`src/rtl/alu_pkg.sv`:
```
// Shared ALU definitions: opcode encodings, default widths and result flag layout.
package alu_pkg;

  localparam int unsigned ALU_WIDTH = 32;
  localparam int unsigned ALU_OPW   = 3;

  localparam logic [ALU_OPW-1:0] ALU_ADD  = 3'd0;
  localparam logic [ALU_OPW-1:0] ALU_SUB  = 3'd1;
  localparam logic [ALU_OPW-1:0] ALU_XOR  = 3'd2;
  localparam logic [ALU_OPW-1:0] ALU_SLT  = 3'd3;
  localparam logic [ALU_OPW-1:0] ALU_AND  = 3'd4;
  localparam logic [ALU_OPW-1:0] ALU_NAND = 3'd5;
  localparam logic [ALU_OPW-1:0] ALU_NOR  = 3'd6;
  localparam logic [ALU_OPW-1:0] ALU_OR   = 3'd7;

  // Flag bits packed MSB first as {overflow, carry, zero}.
  typedef struct packed {
    logic overflow;
    logic carry;
    logic zero;
  } alu_flags_t;

endpackage

```
`src/rtl/alu_bitwise_unit.sv`:
```
// Combinational bitwise lanes: one XOR/AND/OR gate slice per bit, selected by opcode.
module alu_bitwise_unit
  import alu_pkg::*;
#(
  parameter int unsigned WIDTH = ALU_WIDTH,
  parameter int unsigned OPW   = ALU_OPW
) (
  input  logic [OPW-1:0]   op_i,
  input  logic [WIDTH-1:0] a_i,
  input  logic [WIDTH-1:0] b_i,
  output logic [WIDTH-1:0] y_o
);

  logic sel_xor, sel_and, sel_nand, sel_nor, sel_or;

  assign sel_xor  = (op_i == OPW'(ALU_XOR));
  assign sel_and  = (op_i == OPW'(ALU_AND));
  assign sel_nand = (op_i == OPW'(ALU_NAND));
  assign sel_nor  = (op_i == OPW'(ALU_NOR));
  assign sel_or   = (op_i == OPW'(ALU_OR));

  for (genvar i = 0; i < WIDTH; i++) begin : g_lane
    logic x_bit, a_bit, o_bit;
    assign x_bit = a_i[i] ^ b_i[i];
    assign a_bit = a_i[i] & b_i[i];
    assign o_bit = a_i[i] | b_i[i];
    assign y_o[i] = (sel_xor  &  x_bit) |
                    (sel_and  &  a_bit) |
                    (sel_nand & ~a_bit) |
                    (sel_nor  & ~o_bit) |
                    (sel_or   &  o_bit);
  end

endmodule

```
`src/rtl/alu_exec_stage.sv`:
```
// Registered ALU execute stage: one shared adder, SLT, bitwise lanes and a 2-entry result FIFO.
module alu_exec_stage
  import alu_pkg::*;
#(
  parameter int unsigned WIDTH = ALU_WIDTH,
  parameter int unsigned OPW   = ALU_OPW
) (
  input  logic             clk,
  input  logic             reset_n,
  input  logic             in_valid,
  output logic             in_ready,
  input  logic [WIDTH-1:0] in_a,
  input  logic [WIDTH-1:0] in_b,
  input  logic [OPW-1:0]   in_op,
  output logic             out_valid,
  input  logic             out_ready,
  output logic [WIDTH-1:0] out_result,
  output logic             out_zero,
  output logic             out_carry,
  output logic             out_overflow
);

  typedef struct packed {
    logic [WIDTH-1:0] result;
    alu_flags_t       flags;
  } entry_t;

  logic             sub_like;
  logic [WIDTH-1:0] b_eff;
  logic [WIDTH:0]   sum;
  logic             add_ovf;
  logic [WIDTH-1:0] bw_y;
  logic [WIDTH-1:0] res;
  logic             res_carry;
  logic             res_ovf;
  entry_t           new_entry;

  alu_bitwise_unit #(
    .WIDTH (WIDTH),
    .OPW   (OPW)
  ) u_bitwise (
    .op_i (in_op),
    .a_i  (in_a),
    .b_i  (in_b),
    .y_o  (bw_y)
  );

  // SUB and SLT share the adder as a + ~b + 1.
  assign sub_like = (in_op == OPW'(ALU_SUB)) | (in_op == OPW'(ALU_SLT));
  assign b_eff    = sub_like ? ~in_b : in_b;
  assign sum      = {1'b0, in_a} + {1'b0, b_eff} + {{WIDTH{1'b0}}, sub_like};
  assign add_ovf  = (in_a[WIDTH-1] == b_eff[WIDTH-1]) & (sum[WIDTH-1] != in_a[WIDTH-1]);

  always_comb begin
    res       = bw_y;
    res_carry = 1'b0;
    res_ovf   = 1'b0;
    case (in_op)
      OPW'(ALU_ADD), OPW'(ALU_SUB): begin
        res       = sum[WIDTH-1:0];
        res_carry = sum[WIDTH];
        res_ovf   = add_ovf;
      end
      OPW'(ALU_SLT): res = {{(WIDTH-1){1'b0}}, sum[WIDTH-1] ^ add_ovf};
      default: ;
    endcase
  end

  assign new_entry.result         = res;
  assign new_entry.flags.overflow = res_ovf;
  assign new_entry.flags.carry    = res_carry;
  assign new_entry.flags.zero     = (res == '0);

  logic [1:0] count_q, count_d;
  logic       head_q, head_d;
  logic       tail_q, tail_d;
  logic       live_q;
  entry_t     mem_q [2];
  logic       push, pop;
  entry_t     head_e;

  // live_q keeps in_ready low during reset and for the edge of release.
  assign in_ready  = live_q & (count_q != 2'd2);
  assign out_valid = (count_q != 2'd0);
  assign push      = in_valid & in_ready;
  assign pop       = out_valid & out_ready;

  always_comb begin
    count_d = count_q + {1'b0, push} - {1'b0, pop};
    head_d  = pop  ? ~head_q : head_q;
    tail_d  = push ? ~tail_q : tail_q;
  end

  always_ff @(posedge clk or negedge reset_n) begin
    if (!reset_n) begin
      count_q  <= '0;
      head_q   <= 1'b0;
      tail_q   <= 1'b0;
      live_q   <= 1'b0;
      mem_q[0] <= '0;
      mem_q[1] <= '0;
    end else begin
      count_q <= count_d;
      head_q  <= head_d;
      tail_q  <= tail_d;
      live_q  <= 1'b1;
      if (push) mem_q[tail_q] <= new_entry;
    end
  end

  assign head_e       = mem_q[head_q];
  assign out_result   = head_e.result;
  assign out_zero     = head_e.flags.zero;
  assign out_carry    = head_e.flags.carry;
  assign out_overflow = head_e.flags.overflow;

endmodule

```
`config.mk`:
```
export PLATFORM = sky130hd
export DESIGN_NAME = alu_exec_stage
export DESIGN_NICKNAME = d
export VERILOG_FILES = /design/src/rtl/alu_pkg.sv /design/src/rtl/alu_bitwise_unit.sv /design/src/rtl/alu_exec_stage.sv
export SDC_FILE = /design/constraint.sdc
export NUM_CORES = 1
export LEC_CHECK = 0
export CORE_MARGIN = 1.5
export CORE_UTILIZATION = 51
export CTS_CLUSTER_DIAMETER = 100
export CTS_CLUSTER_SIZE = 14
export DETAILED_ROUTE_END_ITERATION = 8
export PLACE_DENSITY = 0.85
export SYNTH_ARGS = -nofsm -noshare
export SYNTH_HDL_FRONTEND = slang
export SYNTH_SLANG_ARGS = --single-unit
```
`constraint.sdc`:
```
create_clock -name clk -period 1.9 [get_ports clk]
set_clock_uncertainty 0.1 [all_clocks]
set_input_delay 0.19 -clock clk [delete_from_list [all_inputs] [get_ports clk]]
set_output_delay 0.19 -clock clk [all_outputs]
set_load 0.01 [all_outputs]
```
==> metrics.cfg <==
[power_and_ir_drop]
p_leak_nw=6.12
total_power_w=0.0119
irDropWorstVdd_v=0.000692
p_per_area_mw_per_mm2=925

[clock_tree]
clk_path_buf_depth=2
htreeDepth=3
cts_tree=built
numCtsBuffers=9
cts.sinks=75
cts-root-buf=clkbuf_16
path_clk_slew_ns=0.06
clk_latency_ns=0.33

[critical_path]
cp_common_cell=o211ai_1
crit_slowest_cell=clkdlybuf4s50_1
crit_path_max_fanout=4
path_class=input pin to flop
crit_family=simple AND/OR/NAND/NOR gates
worstPathCellList=clkdlybuf4s50_1, xnor2_4, ha_4, o211ai_1, o211ai_1, o211ai_1, or3_4, nand4_1, or3b_4, nor4_4, nand4_1, nor4_2, a32o_1
end_kind=flop
start_kind=input pin
cp.arrival_ns=3.81
crit_buf_inv=1
cp_data_required_time_ns=2.07
slowest_delay_ns=0.53

[global_routing]
grt_max_degree=44
grt_pass1_wl_um=46100
antenna_found_initial=0
first_global_vias=8968
grt_overflow_total=0
grtUsageTotal=0.363

[synth]
synth-compound-area-share=0.184
syn-cell-area_sq_mm=0.00787
ys.flop_type=dfrtp_1
avgSynthCellArea_sq_um=8.85
synth_top_family_by_area=compound AO/OA/AOI/OAI gates
ys.warnings.count=0
ys_ff_latch=75
synthXorXnorAreaFrac=0.0957
synthMuxAreaShare=0.147
ys_async_sr_fraction=1.00
yosysSeqAreaShare=0.239
synthSimpleGateAreaFrac=0.109
synthAdderAreaFrac=0.158
synth.distinct_cells=70
syn-num-nets=1059
synthCells=889
synth_edf_count=0

[routing]
first_iter_violations=1080
drc=2
drt_first_pass_iters=9
routed_wirelength_um=32900
avgViaCountPerCell=6.33
routedWlPerCell_um=22.7
ant_nets=0
routed-via-count=9166

[final_layout]
antennaDiodeCount=0
fin_nets=1426
post_route_cells_drive_above_1_share=0.463
area_growth_pct=63.3
seq_area_sq_mm=0.00188
multi_input_area_sq_mm=0.00654
fillCellCount=718

[flow_run]
cap_violations=0

[sta]
fmax_mhz=274
rsz0062_at_grt=yes
finalCritPeriodShare=1.92
worst_pin_slew_ns=0.595
finalSetupViolCount=68
slew_headroom=0.604
drv_slew=0
setup_ws_ns=-1.75
tns_ns=-69.62
hold_viol=0
period_minus_slack_ns=3.65

[floorplanning]
rows=45
die_width_um=127
core-area_sq_mm=0.0151
io_pins=108
die_area_sq_mm=0.0162
die_h_um=127
initial_core_util=0.520

[placement]
routabilityCongestion=0.949
numPortBuffers=107
preCtsSetupSlack_ns=-2.15
hpwl_um=20300

[status]
status=complete, but fails checks
violations=DRC, setup timing

[min_path]
min_path_type=input pin to asynchronous set/reset pin

## through the flow
step | cell area [sq um] | hold WS, ns | utilization | instances
final | 12900 | 0.265 | 0.849 | 1449
after global placement | 11100 | 0.0666 | 0.731 | 1367
after floorplan | 8150 | -0.206 | - | 889
after CTS | 12200 | 0.273 | 0.808 | 1427
after global routing | 12900 | 0.308 | 0.849 | 1449
after detailed placement | 11100 | 0.0758 | 0.731 | 1367
## report_power, final
group	switching, W	internal (W)	leakage [nW]	total (W)
sequential	0.000436	0.00233	0.933	0.00277
clock	0.000629	0.000950	0.135	0.00158
combinational	0.00362	0.00392	5.06	0.00754
total	0.00468	0.00720	6.12	0.0119
## cell usage after synthesis, types with 8 or more instances
library cell / instances / share of area
a21o_1: 11 / 0.010
a21oi_1: 48 / 0.031
a22oi_1: 16 / 0.015
buf_2: 9 / 0.0057
clkbuf_1: 42 / 0.020
dfrtp_1: 75 / 0.24
ha_1: 98 / 0.16
inv_1: 78 / 0.037
mux2_2: 73 / 0.10
mux2i_1: 31 / 0.039
nand2_1: 69 / 0.033
nand3_1: 8 / 0.0051
nand4_1: 14 / 0.011
nor2_1: 26 / 0.012
nor3_1: 11 / 0.0070
o21ai_0: 61 / 0.039
o31ai_1: 9 / 0.0086
xnor2_1: 76 / 0.085
xor2_1: 10 / 0.011
## repair_timing
action | 4_1_cts | 5_1_grt
setup buffers | 45 | 29
pin swaps | 69 | 63
gates resized for setup | 250 | 109
endpoints found under the setup margin | 106 | 83
cloned | 1 | 0
hold buffers | 1 | 0
endpoints found under the hold margin | 18 | 0
## flip-flops by register name, indices dropped and copies added (netlist names)
| name | count |
|---|---|
| live_q | 1 |
| head_q | 1 |
| count_q | 2 |
| mem_q | 70 |
| tail_q | 1 |
## area by class of cell
class                      count  area share
inverter                      79      0.0231
sequential                    75       0.146
clock inverter                 4     0.00195
multi-input combinational    680       0.509
tap                          188      0.0183
clock buffer                  12      0.0200
timing repair buffer         411       0.282
## final timing paths
kind / from / end / slack, ns / depth (start not counted)
worst max-delay path: in_b[6] / mem_q[35]$_DFFE_PN0P_ / -1.75 / 13
worst min-delay path: reset_n / mem_q[23]$_DFFE_PN0P_ / 0.26 / 2
worst max register to register: count_q[0]$_DFF_PN0_ / count_q[1]$_DFF_PN0_ / 0.04 / 7
worst min register to register: mem_q[39]$_DFFE_PN0P_ / mem_q[39]$_DFFE_PN0P_ / 0.38 / 2
max in group asynchronous: reset_n / head_q$_DFFE_PN0P_ / 0.87 / 3
min in group clk: mem_q[39]$_DFFE_PN0P_ / mem_q[39]$_DFFE_PN0P_ / 0.38 / 2
## cells by family after synthesis
family	after synthesis
buffers and inverters	134
adder cells (fa/ha/maj)	99
AND/OR/NAND/NOR	170
AO/OA/AOI/OAI	219
flip-flops	75
XOR/XNOR	86
multiplexers	105
other	1
## layout by cell type, fill, tap and decap left out, types with 6 or more instances in the layout
cell type and n:
a21oi_2 17, dfrtp_1 74, xnor2_2 9, mux2_4 8, xor2_1 9, a21o_1 10
o211ai_1 6, ha_4 7, inv_1 76, nor2_2 6, a22oi_1 16, clkdlybuf4s15_1 10
o21ai_2 25, buf_2 14, clkbuf_16 9, nand2_1 62, ha_1 89, nor3_2 7
o21ai_0 15, mux2i_1 31, mux2_2 65, xnor2_1 62, buf_12 13, a21oi_4 10
nand3_1 6, o21ai_1 18, buf_6 39, nand2_2 6, dlygate4sd2_1 16, nor2_1 18
clkdlybuf4s50_1 53, clkdlybuf4s15_2 9, a222oi_1 6, a21oi_1 22, buf_4 248, nand4_1 14
## routing by layer
metal | wire length [um] | vias to the layer above | global-route usage
li1 | - | 3913 | -
met1 | 11900 | 4322 | 0.430
met2 | 16000 | 681 | 0.649
met3 | 2640 | 250 | 0.0415
met4 | 2460 | 0 | 0.189
met5 | 0 | - | 0
(Power assumes the default switching activity.)
